## config.mk

```make
export PLATFORM = sky130hd
export DESIGN_NAME = dglitch_loop_control_u54_u18
export DESIGN_NICKNAME = d
export VERILOG_FILES = /design/src/rtl/dglitch_loop_control_u54_u18.sv
export SDC_FILE = /design/constraint.sdc
export NUM_CORES = 1
export LEC_CHECK = 0
export BUFFER_PORTS_ARGS = -buffer_cell sky130_fd_sc_hd__clkbuf_2
export CAP_MARGIN = 20
export CELL_PAD_IN_SITES_DETAIL_PLACEMENT = 1
export CELL_PAD_IN_SITES_GLOBAL_PLACEMENT = 1
export CORE_AREA = 5 5 42 44
export CTS_CLUSTER_DIAMETER = 30
export CTS_CLUSTER_SIZE = 14
export DETAILED_ROUTE_END_ITERATION = 10
export DIE_AREA = 0 0 47 49
export PLACE_DENSITY_LB_ADDON = 0.1
export SETUP_SLACK_MARGIN = 0.2
export SLEW_MARGIN = 20
export SYNTH_ARGS = -nofsm -noshare
export SYNTH_HDL_FRONTEND = slang
export SYNTH_SLANG_ARGS = --single-unit
```

## constraint.sdc

```tcl
create_clock -name clk -period 1.7 [get_ports clk]
set_clock_uncertainty 0.15 [all_clocks]
set_input_delay 0.255 -clock clk [delete_from_list [all_inputs] [get_ports clk]]
set_output_delay 0.255 -clock clk [all_outputs]
set_load 0.05 [all_outputs]
```

## src/rtl/dglitch_loop_control_u54_u18.sv

```systemverilog
// Digital deglitch filter for the LOOP/CONTROL path. It qualifies a raw
// level with asymmetric rise/fall filter times before the level drives the
// downstream buffer input.
// Optional build macro: DGLITCH_SYNC_EN adds a 2-flop synchronizer ahead of
// the sample flop. Without it, i must already be synchronous to clk.
// FSM handshake: there is no valid/ready pair. Every rising clk edge
// consumes one sample s and produces one registered (o, busy) pair.
module dglitch_loop_control_u54_u18 #(
  parameter int RISE_CNT = 8,
  parameter int FALL_CNT = 4,
  parameter int CW       = 4
) (
  input  logic clk,
  input  logic rstb,
  input  logic CELV,
  input  logic CELG,
  input  logic SUB,
  input  logic i,
  input  logic en,
  output logic o,
  output logic busy
);

  // Reject filter counts the counter cannot represent
  if (RISE_CNT < 1 || RISE_CNT > (2**CW) - 1) begin : g_bad_rise
    $error("dglitch_loop_control_u54_u18: RISE_CNT out of range 1..2**CW-1");
  end
  if (FALL_CNT < 1 || FALL_CNT > (2**CW) - 1) begin : g_bad_fall
    $error("dglitch_loop_control_u54_u18: FALL_CNT out of range 1..2**CW-1");
  end

  localparam logic [CW-1:0] RISE_LAST = CW'(RISE_CNT - 1);
  localparam logic [CW-1:0] FALL_LAST = CW'(FALL_CNT - 1);

  typedef enum logic [1:0] {
    ST_LO      = 2'd0,
    ST_QUAL_HI = 2'd1,
    ST_HI      = 2'd2,
    ST_QUAL_LO = 2'd3
  } state_t;

  // Supply pins carry no logic; fold them so they are not left dangling
  logic w_unused_supply;
  assign w_unused_supply = ^{CELV, CELG, SUB};

  logic   w_s_d;
  logic   r_s;
  state_t r_state;
  state_t w_state_nxt;
  logic [CW-1:0] r_cnt;
  logic [CW-1:0] w_cnt_nxt;
  logic   r_o;
  logic   r_busy;
  logic   w_o_nxt;
  logic   w_busy_nxt;

`ifdef DGLITCH_SYNC_EN
  logic r_sync1;
  logic r_sync2;

  // Two-flop synchronizer ahead of the sample flop
  always_ff @(posedge clk or negedge rstb) begin
    if (!rstb) begin
      r_sync1 <= 1'b0;
      r_sync2 <= 1'b0;
    end else begin
      r_sync1 <= i;
      r_sync2 <= r_sync1;
    end
  end

  assign w_s_d = r_sync2;
`else
  assign w_s_d = i;
`endif

  // Sample flop; keeps running regardless of en
  always_ff @(posedge clk or negedge rstb) begin
    if (!rstb) begin
      r_s <= 1'b0;
    end else begin
      r_s <= w_s_d;
    end
  end

  // State register: state, counter and the registered outputs move together
  always_ff @(posedge clk or negedge rstb) begin
    if (!rstb) begin
      r_state <= ST_LO;
      r_cnt   <= '0;
      r_o     <= 1'b0;
      r_busy  <= 1'b0;
    end else begin
      r_state <= w_state_nxt;
      r_cnt   <= w_cnt_nxt;
      r_o     <= w_o_nxt;
      r_busy  <= w_busy_nxt;
    end
  end

  // Next-state logic: disabled filter parks in the stable state matching o
  always_comb begin
    w_state_nxt = r_state;
    w_cnt_nxt   = r_cnt;
    if (!en) begin
      w_state_nxt = r_o ? ST_HI : ST_LO;
      w_cnt_nxt   = '0;
    end else begin
      case (r_state)
        ST_LO: begin
          if (r_s) begin
            if (RISE_CNT == 1) begin
              w_state_nxt = ST_HI;
              w_cnt_nxt   = '0;
            end else begin
              w_state_nxt = ST_QUAL_HI;
              w_cnt_nxt   = CW'(1);
            end
          end
        end
        ST_QUAL_HI: begin
          if (!r_s) begin
            w_state_nxt = ST_LO;
            w_cnt_nxt   = '0;
          end else if (r_cnt == RISE_LAST) begin
            w_state_nxt = ST_HI;
            w_cnt_nxt   = '0;
          end else begin
            w_cnt_nxt   = r_cnt + CW'(1);
          end
        end
        ST_HI: begin
          if (!r_s) begin
            if (FALL_CNT == 1) begin
              w_state_nxt = ST_LO;
              w_cnt_nxt   = '0;
            end else begin
              w_state_nxt = ST_QUAL_LO;
              w_cnt_nxt   = CW'(1);
            end
          end
        end
        ST_QUAL_LO: begin
          if (r_s) begin
            w_state_nxt = ST_HI;
            w_cnt_nxt   = '0;
          end else if (r_cnt == FALL_LAST) begin
            w_state_nxt = ST_LO;
            w_cnt_nxt   = '0;
          end else begin
            w_cnt_nxt   = r_cnt + CW'(1);
          end
        end
        default: begin
          w_state_nxt = ST_LO;
          w_cnt_nxt   = '0;
        end
      endcase
    end
  end

  // Output decode of the next state, so o/busy register alongside state
  always_comb begin
    w_o_nxt    = (w_state_nxt == ST_HI) || (w_state_nxt == ST_QUAL_LO);
    w_busy_nxt = (w_state_nxt == ST_QUAL_HI) || (w_state_nxt == ST_QUAL_LO);
  end

  assign o    = r_o;
  assign busy = r_busy;

endmodule
```

# Yosys cells after proc, flatten, opt, wreduce, memory -nomap -nowiden
# Index checks and enable logic that the tools add are counted.
word_totals:
  ff_bits: 9
  out_inout_bits: 2
  inputBits: 7
classes:
  n_mux: 17
  n_addsub: 1
  n_reduce_logical: 4
  eq_ne: 10
ops:
  columns: ["operator", "count"]
  rows:
  - ["$mux 4", 7]
  - ["$mux 2", 8]
  - ["$pmux 4 s4", 1]
  - ["$eq 2x2->1 const B", 4]
  - ["$pmux 2 s4", 1]
  - ["$ne 3x3->1 const B", 2]
  - ["$add 4x1->4 const B", 1]
  - ["$eq 2x1->1 const B", 2]
  - ["$eq 4x2->1 const B", 1]
  - ["$eq 4x3->1 const B", 1]
  - ["$logic_not 2->1", 1]
  - ["$logic_or 1x1->1", 2]
  - ["$reduce_and 2->1", 1]

# Depth between registers and ports, before layout
depth:
  depth_word: 7
  mapped_depth: 4

# Worst setup path before layout
# No wires, ideal clock.
synth_timing:
  path_type: "register to register"
  start: "register r_state[0]"
  end: "register r_cnt[3]"
  required_ps: 1468
  path_buffers: 1
  arrival_ps: 1321
  path_stages_with_launch: 4
  setup_slack_ps: 147
  path_cell_list: "dfrtp_1 buf_2 or3b_1 a31oi_1"
synth_between:
  elab_chain_len: 3
  word_cells_on_any_way: 9
  cone_classes: "5 x eq/ne; 2 x mux; 2 x reduce/logical"
synth_rtl:
  columns: ["item", "line", "text"]
  rows:
  - ["start: declaration", "48", "state_t r_state;"]
  - ["start signal: assignment", "94", "r_state <= w_state_nxt;"]
  - ["$eq 2x2->1 (tied with other cells)", "109", "case (r_state)"]
  - ["$pmux 4 s4 or $ne 3x3->1 (tied branches)", null, null]
  - ["$mux 4 or $reduce_and 2->1 (tied branches)", null, null]
  - ["end signal: assignment", "95", "r_cnt <= w_cnt_nxt;"]
  - ["end: declaration", "50", "logic [CW-1:0] r_cnt;"]
# Several ways; a longest one is shown, not always the timed one.
# A chain may end at the register's enable or synchronous reset.

# Worst setup path in the final report
layout_timing:
  start: "register r_s"
  end: "register r_cnt[3]"
layout_between:
  elab_chain_len: 3
  word_cells_on_any_way: 7
  cone_classes: "2 x eq/ne; 4 x mux; 1 x reduce/logical"
layout_rtl:
  columns: ["item", "line", "text"]
  rows:
  - ["start: declaration", "47", "logic r_s;"]
  - ["start signal: assignment", "82", "r_s <= w_s_d;"]
  - ["$mux 4 (on tied branches)", "144, 122", null]
  - ["$pmux 4 s4", "109", null]
  - ["$mux 4", "105", "if (!en) begin"]
# Several ways; a longest one is shown, not always the timed one.

==> impl_results.md <==
* CTS Buf Count at 3
* Post-CTS Setup Bufs at 0
* Netlist cell types at 30
* Longest Clk Path Bufs at 2
* Crit start category: flip-flop
* Synthesized instance count at 45
* H-tree Lvls at 1
* Ports at 9
* Post-DR wirelength/cell at 16.90 µm
* Worst setup path class: reg -> reg
* Row cnt at 14
* CP Capture Type: flip-flop
* Fraction of layout cells with a size suffix above 1 at between 20% and 30%
* Antenna violations before repair at 0
* First-pass GRT wire length at about 2 mm
* CP arrival at 1.49 ns
* CTS tree: done
* Crit Path Max Fanout at 8
* Flops & latches, synth at 8
* Register area at 205.2 µm²
* Post-route setup TNS at 0 ns
* CP bufs+invs at 0
* Area delta synth->final at 23.66%
* Max-cap viol count at 0
* Worst min path class: in -> reg
* Die Span Y at 49 µm
* # diodes at 0
* Crit path max-delay family: flip-flops
* Dpl ws at 0.1736 ns
* Most frequent cells in the layout: and4b_1, clkbuf_4, clkbuf_2, dfrtp_1, dfrtp_2
* P_leak at 0.0002252 µW
* Synth warn at 0
* Initial Util at 35.09%
* Power per Cell Area at ~670 nW/µm²
* Outcome: finished clean
* I/O Buffers at 5
* Worst slew margin at 75.61%
* R2R cell count at 3
* Fin util at 43.39%
* FF-to-FF Start: r_s$_DFF_PN0_
* Clk slew on worst S/H paths at 0.06 ns
* Number of clock sinks at 8
* Antenna-violating nets left at 0
* Min Tclk post-route at around 1.5 ns
* Critical-path top delay cell: dfrtp_2
* Dpl hpwl at 817.7 µm
* Largest net degree at the start of global routing at 15
* Worst hold start: en
* Fmax at 680.9 MHz
* Area of the mapped netlist at 491.7 µm²
* Die area at 2303 µm²
* Final Cycle Share at 86.40%
* Gpl congestion at 0.7323
* Max stage delay on crit path at 0.47 ns
* Unrepaired setup endpoints after global routing: false
* Total gr overflow at 0
* Routed Wire Length at 1.166 mm
* Max VDD drop at roughly 0.39 mV
* Number of global-route vias before repair at 432
* Least-Margin Pin Slew at 0.3659 ns
* Setup violators final at 0
* Vias at 400
* Hold Crit Depth at 2
* Residual DRC count at 0
* Vias per inst at 5.797
* R2r setup slk at 0.23 ns
* Net count after synthesis at 53
* Nets at 62
* Number of DRC markers in iteration 0 at 3
* Critical path data required time at 1.73 ns
* Die Wd at between 40 and 50 µm
* Layout filler cell count at around 160
* Final worst setup slack at 0.2313 ns
* Area of the multi-input gates at 305.3 µm²
* Core box area at 1401 µm²
* Max Transition Viols Final at 0
* Root buf cell: clkbuf_4
* DR pass1 iterations at 4
* Syn avg cell area at 10.93 µm²
* Post-synthesis sequential area ratio at 40.71%
* End of the worst hold path: r_cnt[1]$_DFFE_PN0P_
* RR Endpoint: r_cnt[3]$_DFFE_PN0P_
* Clk_lat worst skew at 0.26 ns
* Fin. Hold Viols at 0
* All-layer global routing usage at 12.55%
* Critical path, cell by cell: xor2_4 -> or3b_1 -> a31oi_1
[through the flow]
| stage | power [µW] | instances | hold slack [ns] | instance area [µm²] |
|---|---|---|---|---|
| 2_1_floorplan | 222.5 | 45 | -0.1906 | 493.0 |
| 3_3_place_gp | 233.9 | 63 | -0.03890 | 516.7 |
| 3_5_place_dp | 236.9 | 63 | -0.02847 | 516.7 |
| 4_1_cts | 406.3 | 69 | 0.1319 | 565.5 |
| 5_1_grt | 433.5 | 69 | 0.1390 | 608.1 |
| 6_report | 405.3 | 69 | 0.1373 | 608.1 |
[where the power goes]
group	internal [µW]	total [µW]	leakage (µW)	switching, µW
logic	16.3	35.7	0.000108	19.4
registers	196	207	0.000102	11.5
clock network	90.3	162	0.0000150	72.0
total	302	405	0.000225	103
[worst reg2reg max path, cell delays in order, from the launching register on]
cell,delay (ns)
dfrtp_2,0.47
xor2_4,0.23
or3b_1,0.37
a31oi_1,0.17
[cell families (layout without fill, tap and decap cells)]
family,after synthesis,count (layout),share of synthesized area [%]
flops,8,8,40.71
simple gates,18,18,27.99
xor+xnor,2,2,5.090
fa+ha+maj,1,1,2.544
buf+inv,4,12,5.088
compound gates,12,12,18.58
[final cells by class]
class                           instances  area share (%)
Multi-Input combinational cell         33           50.21
Sequential cell                         8           33.74
Timing Repair Buffer                    7           7.819
Clock buffer                            4           4.321
Tap cell                               16           3.292
Inverter                                1          0.6173
[synthesized netlist by cell type]
library cell | instances | share of area, %
a211oi_1 | 2 | 3.1
a21oi_1 | 1 | 1.0
a31oi_1 | 1 | 1.3
and2_1 | 1 | 1.3
and4b_1 | 4 | 8.1
buf_2 | 2 | 2.0
buf_6 | 1 | 2.3
dfrtp_1 | 8 | 41
ha_1 | 1 | 2.5
inv_1 | 1 | 0.76
nand2_1 | 1 | 0.76
nand2b_1 | 2 | 2.5
nand3_1 | 1 | 1.0
nand3b_1 | 1 | 1.5
nand4_1 | 1 | 1.3
nand4bb_1 | 1 | 2.3
nor2_1 | 1 | 0.76
nor3b_1 | 2 | 3.1
nor4bb_1 | 1 | 2.0
o2111a_1 | 1 | 2.3
o2111ai_1 | 1 | 1.8
o21a_1 | 1 | 1.5
o21ai_0 | 1 | 1.0
o22ai_1 | 1 | 1.3
o2bb2ai_1 | 2 | 3.6
o31a_1 | 1 | 1.8
or2b_1 | 1 | 1.5
or3b_1 | 1 | 1.8
xnor2_1 | 1 | 1.8
xor2_2 | 1 | 3.3
[worst max-delay path by stage]
stage | start | end | depth (start not counted)
final | r_s$_DFF_PN0_ | r_cnt[3]$_DFFE_PN0P_ | 3
after global routing | r_cnt[0]$_DFFE_PN0P_ | r_state[0]$_DFF_PN0_ | 4
after CTS | r_state[1]$_DFF_PN0_ | r_cnt[3]$_DFFE_PN0P_ | 3
after detailed placement | r_cnt[0]$_DFFE_PN0P_ | r_state[0]$_DFF_PN0_ | 4
after global placement | r_cnt[0]$_DFFE_PN0P_ | r_state[0]$_DFF_PN0_ | 4
after floorplan | r_state[0]$_DFF_PN0_ | r_cnt[3]$_DFFE_PN0P_ | 3
[routing by layer]
metal / up-vias / track usage (%) / part of all wire (%)
met5: - / 0 / 0
met3: 4 / 4.428 / 4.2
met1: 196 / 16.40 / 44
li1: 191 / - / -
met4: 0 / 5.530 / 1.8
met2: 9 / 18.10 / 50
[state kept, by name, summed over array words and instances, names as in the netlist]
register / cells
r_cnt: 4
r_s: 1
o: 1
r_state: 2
[repair_timing]
action / in CTS / in global routing
gates cloned: 0 / 0
endpoints found under the hold margin: 9 / 0
setup endpoints to repair: 2 / 8
hold buffers: 2 / 0
resized for setup: 1 / 9
Power figures use the tool's default switching activity.
